**config.mk**
```make
export PLATFORM = sky130hd
export DESIGN_NAME = zov5640_cap_sched
export DESIGN_NICKNAME = d
export VERILOG_FILES = /design/src/rtl/zdpu_cap_pkg.sv /design/src/rtl/zsync_edge.sv /design/src/rtl/zov5640_cap_sched.sv
export SDC_FILE = /design/constraint.sdc
export NUM_CORES = 1
export LEC_CHECK = 0
export CAP_MARGIN = 25
export CORE_ASPECT_RATIO = 0.5
export CORE_MARGIN = 1
export CORE_UTILIZATION = 50
export DETAILED_ROUTE_END_ITERATION = 8
export PLACE_DENSITY = 0.78
export SKIP_LAST_GASP = 1
export SLEW_MARGIN = 20
export SYNTH_ARGS = -nofsm -noshare
export SYNTH_HDL_FRONTEND = slang
export SYNTH_SLANG_ARGS = --single-unit
```
**constraint.sdc**
```tcl
create_clock -name iClk -period 3.51 [get_ports iClk]
set_input_delay 0.702 -clock iClk [delete_from_list [all_inputs] [get_ports iClk]]
set_output_delay 0.702 -clock iClk [all_outputs]
set_load 0.01 [all_outputs]
```
**src/rtl/zdpu_cap_pkg.sv**
```systemverilog
// Shared types and default constants for the OV5640 capture scheduler.
package zdpu_cap_pkg;

  typedef enum logic [2:0] {
    StIdle,
    StSync,
    StCapture,
    StCheck,
    StReq,
    StWaitTx,
    StAbort,
    StFlush
  } cap_state_e;

  localparam int unsigned TimeoutCycDef = 200_000_000;
  localparam logic [31:0] MinBytesDef   = 32'd16;
  localparam int unsigned FlushCycDef   = 8;

endpackage

```
**src/rtl/zsync_edge.sv**
```systemverilog
// Two-flop synchronizer for an asynchronous level, with registered rise/fall strobes.
module zsync_edge (
  input  logic clk,
  input  logic rst,
  input  logic d,
  output logic rise,
  output logic fall
);

  logic meta_q, sync_q, prev_q, rise_q, fall_q;

  always_ff @(posedge clk) begin
    if (rst) begin
      meta_q <= 1'b0;
      sync_q <= 1'b0;
      prev_q <= 1'b0;
      rise_q <= 1'b0;
      fall_q <= 1'b0;
    end else begin
      meta_q <= d;
      sync_q <= meta_q;
      prev_q <= sync_q;
      rise_q <= sync_q & ~prev_q;
      fall_q <= ~sync_q & prev_q;
    end
  end

  assign rise = rise_q;
  assign fall = fall_q;

endmodule

```
**src/rtl/zov5640_cap_sched.sv**
```systemverilog
// Capture scheduler: VSYNC decimation, frame-done latching, uploader handshake,
// watchdog abort and FIFO flush.
module zov5640_cap_sched
  import zdpu_cap_pkg::*;
#(
  parameter int unsigned TIMEOUT_CYC = TimeoutCycDef,
  parameter logic [31:0] MIN_BYTES   = MinBytesDef,
  parameter int unsigned FLUSH_CYC   = FlushCycDef
) (
  input  logic        iClk,
  input  logic        iRst,
  input  logic        iStart,
  input  logic [3:0]  iSkipN,
  input  logic        iDVP_VSYNC,
  input  logic        iFrmDone,
  input  logic [31:0] iFrmBytes,
  input  logic        iTxAck,
  input  logic        iTxDone,
  output logic        oCapEn,
  output logic        oFifoFlush,
  output logic        oTxReq,
  output logic [31:0] oTxLen,
  output logic        oBusy,
  output logic [15:0] oFrmCnt,
  output logic [15:0] oDropCnt,
  output logic        oTimeout
);

  localparam logic [31:0] WdLoad    = 32'(TIMEOUT_CYC - 1);
  localparam int unsigned FlushW    = (FLUSH_CYC > 1) ? $clog2(FLUSH_CYC) : 1;
  localparam logic [FlushW-1:0] FlushLoad = FlushW'(FLUSH_CYC - 1);

  cap_state_e state_q, state_d;

  logic              vs_rise, done_rise;
  logic              unused_vs_fall, unused_done_fall;
  logic [3:0]        skip_q;
  logic [31:0]       wd_q;
  logic [FlushW-1:0] flush_cnt_q;
  logic [31:0]       tx_len_q;
  logic [15:0]       frm_q, drop_q;
  logic              timeout_q, start_q;
  logic              cap_en_q, flush_q, tx_req_q, busy_q;
  logic              cap_en_d, flush_d, tx_req_d, busy_d;
  logic              short_frm, wd_zero, flush_last;

  zsync_edge u_vsync (
    .clk  (iClk),
    .rst  (iRst),
    .d    (iDVP_VSYNC),
    .rise (vs_rise),
    .fall (unused_vs_fall)
  );

  zsync_edge u_done (
    .clk  (iClk),
    .rst  (iRst),
    .d    (iFrmDone),
    .rise (done_rise),
    .fall (unused_done_fall)
  );

  assign short_frm  = (tx_len_q <= MIN_BYTES);
  assign wd_zero    = (wd_q == '0);
  assign flush_last = (flush_cnt_q == '0);

  always_ff @(posedge iClk) begin
    if (iRst) state_q <= StIdle;
    else      state_q <= state_d;
  end

  always_comb begin
    state_d = state_q;
    unique case (state_q)
      StIdle:    if (iStart) state_d = StSync;
      StSync: begin
        if (!iStart)                        state_d = StIdle;
        else if (vs_rise && skip_q == '0)   state_d = StCapture;
      end
      // A done edge on the expiry cycle still completes the frame.
      StCapture: begin
        if (done_rise)    state_d = StCheck;
        else if (wd_zero) state_d = StAbort;
      end
      StCheck:   state_d = short_frm ? StFlush : StReq;
      StReq:     if (iTxAck) state_d = StWaitTx;
      StWaitTx: begin
        if (iTxDone)      state_d = iStart ? StSync : StIdle;
        else if (wd_zero) state_d = StAbort;
      end
      StAbort:   state_d = StFlush;
      StFlush:   if (flush_last) state_d = iStart ? StSync : StIdle;
      default:   state_d = StIdle;
    endcase
  end

  // Outputs decoded from the next state so they land in the same cycle as the state.
  always_comb begin
    cap_en_d = (state_d == StCapture);
    flush_d  = (state_d == StFlush);
    tx_req_d = (state_d == StReq);
    busy_d   = (state_d != StIdle);
  end

  always_ff @(posedge iClk) begin
    if (iRst) begin
      cap_en_q <= 1'b0;
      flush_q  <= 1'b0;
      tx_req_q <= 1'b0;
      busy_q   <= 1'b0;
    end else begin
      cap_en_q <= cap_en_d;
      flush_q  <= flush_d;
      tx_req_q <= tx_req_d;
      busy_q   <= busy_d;
    end
  end

  always_ff @(posedge iClk) begin
    if (iRst) begin
      skip_q      <= '0;
      wd_q        <= '0;
      flush_cnt_q <= '0;
      tx_len_q    <= '0;
      frm_q       <= '0;
      drop_q      <= '0;
      timeout_q   <= 1'b0;
      start_q     <= 1'b0;
    end else begin
      start_q <= iStart;

      if ((state_q == StIdle && iStart) || (state_q == StWaitTx && iTxDone) ||
          (state_q == StFlush && flush_last)) begin
        skip_q <= iSkipN;
      end else if (state_q == StSync && iStart && vs_rise && skip_q != '0) begin
        skip_q <= skip_q - 4'd1;
      end

      if ((state_q == StSync && state_d == StCapture) ||
          (state_q == StReq && state_d == StWaitTx)) begin
        wd_q <= WdLoad;
      end else if ((state_q == StCapture || state_q == StWaitTx) && !wd_zero) begin
        wd_q <= wd_q - 32'd1;
      end

      if (state_d == StFlush && state_q != StFlush) begin
        flush_cnt_q <= FlushLoad;
      end else if (state_q == StFlush && !flush_last) begin
        flush_cnt_q <= flush_cnt_q - FlushW'(1);
      end

      if (state_q == StCapture && done_rise) tx_len_q <= iFrmBytes;
      else if (state_d == StIdle)            tx_len_q <= '0;

      if (state_q == StWaitTx && iTxDone) frm_q <= frm_q + 16'd1;

      if ((state_q == StAbort || (state_q == StCheck && short_frm)) && drop_q != 16'hFFFF) begin
        drop_q <= drop_q + 16'd1;
      end

      if (state_q == StAbort)       timeout_q <= 1'b1;
      else if (iStart && !start_q)  timeout_q <= 1'b0;
    end
  end

  assign oCapEn     = cap_en_q;
  assign oFifoFlush = flush_q;
  assign oTxReq     = tx_req_q;
  assign oTxLen     = tx_len_q;
  assign oBusy      = busy_q;
  assign oFrmCnt    = frm_q;
  assign oDropCnt   = drop_q;
  assign oTimeout   = timeout_q;

endmodule

```
==> qor.txt <==
Asr flop ratio synth - 0%
Setup Crit Path Kind - flip-flop to flip-flop
Overall power - 4.64 mW
Starting density of the core - 51.6%
Post-CTS Resized - 0
Area of the multi-input gates - 0.00305 sq mm
First-pass iteration count of the detailed router - 7
Clk Latency, worst-skew pair - 0.41 ns
Synth warn - 0
Die X - 153 um
Die area - 0.0118 sq mm
Post-Synth XOR/XNOR Area - 6.63%
Initial DRC count - 251
Cell-by-cell listing of the critical path - inv_1 > ha_1 > or3b_2 > nor4_4 > a32o_1 > nor3_2 > nand2_1 > mux2_2
Number of placement rows - 27
Pint - 3.11 mW
Commonest non-fill, non-tap cell in the layout - dfxtp_1
Num CTS Buffers - 17
Tot GR Track Use - 23.8%
Crit path max fanout - 14
Avg Inst Size Synth - 8.88 sq um
R2R Setup Slk - 0.78 ns
P_sw - 1.52 mW
Slowest stage delay, CP - 0.61 ns
Finished layout cell area - 0.00747 sq mm
HPWL after DPL - 8.86 mm
Sequential cell fraction of total power - 34.0%
Final non-filler cell total - 898
Outcome - complete, no violations
CTS Hold Bufs - 0
Final WS setup - 0.785 ns
Number of synthesized flops with an enable pin - 0
Maximum VDD drop - 0.000397 V
Total global routing overflow - 0
Largest cells by area after synthesis - dfxtp_1 42%, a21oi_1 6.7%, o211ai_2 4.2%
Routed wirelength normalized by instance count - 15.2 um
Clock sinks - 120
Leak - 2.50 nW
Largest net degree at the start of global routing - 49
Final Critical Period - 2.73 ns
CTS tree - done
Vias in the first global route - 4730
Area after DPL - 0.00685 sq mm
Synth Area in Adders - 1.54%
PwrDens - 620 mW/mm^2
Clk slew on worst S/H paths - 0.06 ns
Startpoint Class - flip-flop
Synthesized flop and latch total - 120
Post-route DRC - 0
Sequential fraction of the synthesis area - 42.3%
Final Skew - 0.0137 ns
Fin crit share - 77.6%
DRT Wirelength - 13.6 mm
Hold Crit Class - flip-flop to flip-flop
Slew HR - 53.8%
Mux cell area share after synthesis - 0.947%
Routed vias - 5102
Fin util - 67.9%
CP Data Arrival Time - 3.01 ns
Worst EP required - 3.80 ns
Synth cell types - 65
CTS Root Cell - clkbuf_16
Compound-gate portion of the synthesized area - 19.2%
Post-Synth Simple-Gate Area - 25.3%
Via density - 5.68
Gp weighted congestion - 0.826
IO buf count - 111
Syn_nets - 690
Yosys top cell area share - 42.3%
Most used DFF post-synth - dfxtp_1
Slew of the pin with the lowest slew margin - 0.693 ns
Worst hold slack - 0.384 ns
RSZ-0062 raised after global routing - false
Sequential cell area - 0.00240 sq mm
Share of layout cells above drive strength 1 - 11.2%
Sw Ratio - 32.8%
Cell count after synthesis - 640
Filler cells - 868
Number of max-cap violations - 0
Post-route ant nets - 0
Total core area - 0.0110 sq mm
Mapped Area - 0.00568 sq mm
Num ports - 112
Largest family of logic cells by synthesized area - simple AND/OR/NAND/NOR gates
H-tree lvl count - 4
Clk buf depth - 2
Final setup viols - 0
Die height - 77.4 um
Fmax - 367 MHz
Pre-CTS WS - 0.575 ns
Slowest CP cell - a32o_1
Slew Viols, Final - 0
First-pass GRT wire length - 22.8 mm
CP endpoint kind - flip-flop
N_diodes - 0
Placed insts - 866
Fin. Hold Viols - 0
Clock share of power - 39.7%
Combinational group share of total power - 26.3%
Post-CTS setup buffers - 0
Commonest cells after routing, fill and taps aside - 120 x dfxtp_1, 110 x clkdlybuf4s50_1, 76 x a21oi_1
Syn-to-layout area delta - 31.5%
Initial antenna violation count - 0
Final-stage net count - 790
Setup_tns - 0 ns
Area leader, netlist - dfxtp_1
worst paths after layout:
path	to	start	cells after the start
setup / recovery	wd_q[31]	wd_q[0]	8
hold / removal	u_vsync.rise	u_vsync.prev_q	1
setup reg to reg	wd_q[31]	wd_q[0]	8
hold reg to reg	u_vsync.rise	u_vsync.prev_q	1
metal layers:
metal	global-route usage [%]	routed length, um	part of all wire, %	vias up
li1	-	-	-	2510
met1	30.5	6260	46	2433
met2	38.2	6460	47	133
met3	6.31	651	4.8	26
met4	10.1	278	2.0	0
met5	0	0	0	-
registers in the layout (all words and copies together) (netlist names), 3 cells and up:
| signal | count |
|---|---|
| oTxLen | 32 |
| wd_q | 32 |
| oDropCnt | 16 |
| oFrmCnt | 16 |
| skip_q | 4 |
| flush_cnt_q | 3 |
| state_q | 3 |
cell usage after synthesis, types with 2 or more instances:
library cell  count
nand4b_1          2
nor3_2            2
or4_4             3
nor3_1           20
and4_1            3
xnor2_1          25
nor4_4            4
mux2i_1           2
o211ai_1         15
and3_1            8
and2_1            2
nand2b_1          6
o31ai_1           2
a21o_1            3
nor4bb_1          2
o22ai_1           2
clkbuf_1         22
dfxtp_1         120
or3b_2            2
nor2b_1          14
nor4b_1           2
mux2_2            3
o21ai_0          20
or3_1            21
or4_1             5
a211oi_1          3
xor2_1           18
o31a_1            2
nand2_1          61
inv_1            14
buf_6             4
a21oi_1          76
nand4_1          12
o211ai_2         19
nor4_1           14
nor2_1           45
ha_1              7
a31oi_1           6
nand3_1          15
buf_2             9
logic make-up after synthesis:
logic type | count (synthesis)
muxes | 5
buffers and inverters | 51
xor gates and xnor gates | 43
and+or+nand+nor | 254
adders and majority gates | 7
DFF | 120
AOI/OAI and AO/OA | 160
layout make-up:
| class | instances | area share (%) |
|---|---|---|
| Sequential cell | 120 | 32.1 |
| Inverter | 14 | 0.703 |
| Tap cell | 145 | 2.43 |
| Multi-Input combinational cell | 469 | 40.8 |
| Clock inverter | 14 | 2.64 |
| Clock buffer | 18 | 5.74 |
| Timing Repair Buffer | 118 | 15.5 |
critical path: cells and delay by family (launching register included):
family | cells | cell delay (ns)
compound gates | 1 | 0.61
fa+ha+maj | 1 | 0.17
buf+inv | 1 | 0.06
flops | 1 | 0.33
mux | 1 | 0.33
simple gates | 4 | 1.11
power groups by stage:
stage / clock (mW) / sequential (mW) / combinational [mW]
6_report: 1.84 / 1.58 / 1.22
5_1_grt: 1.94 / 1.60 / 1.33
4_1_cts: 1.87 / 1.57 / 1.22
3_5_place_dp: 0 / 1.60 / 1.20
3_3_place_gp: 0 / 1.60 / 1.18
2_1_floorplan: 0 / 1.57 / 1.02
Note: power is estimated with default switching activity, not from simulation.
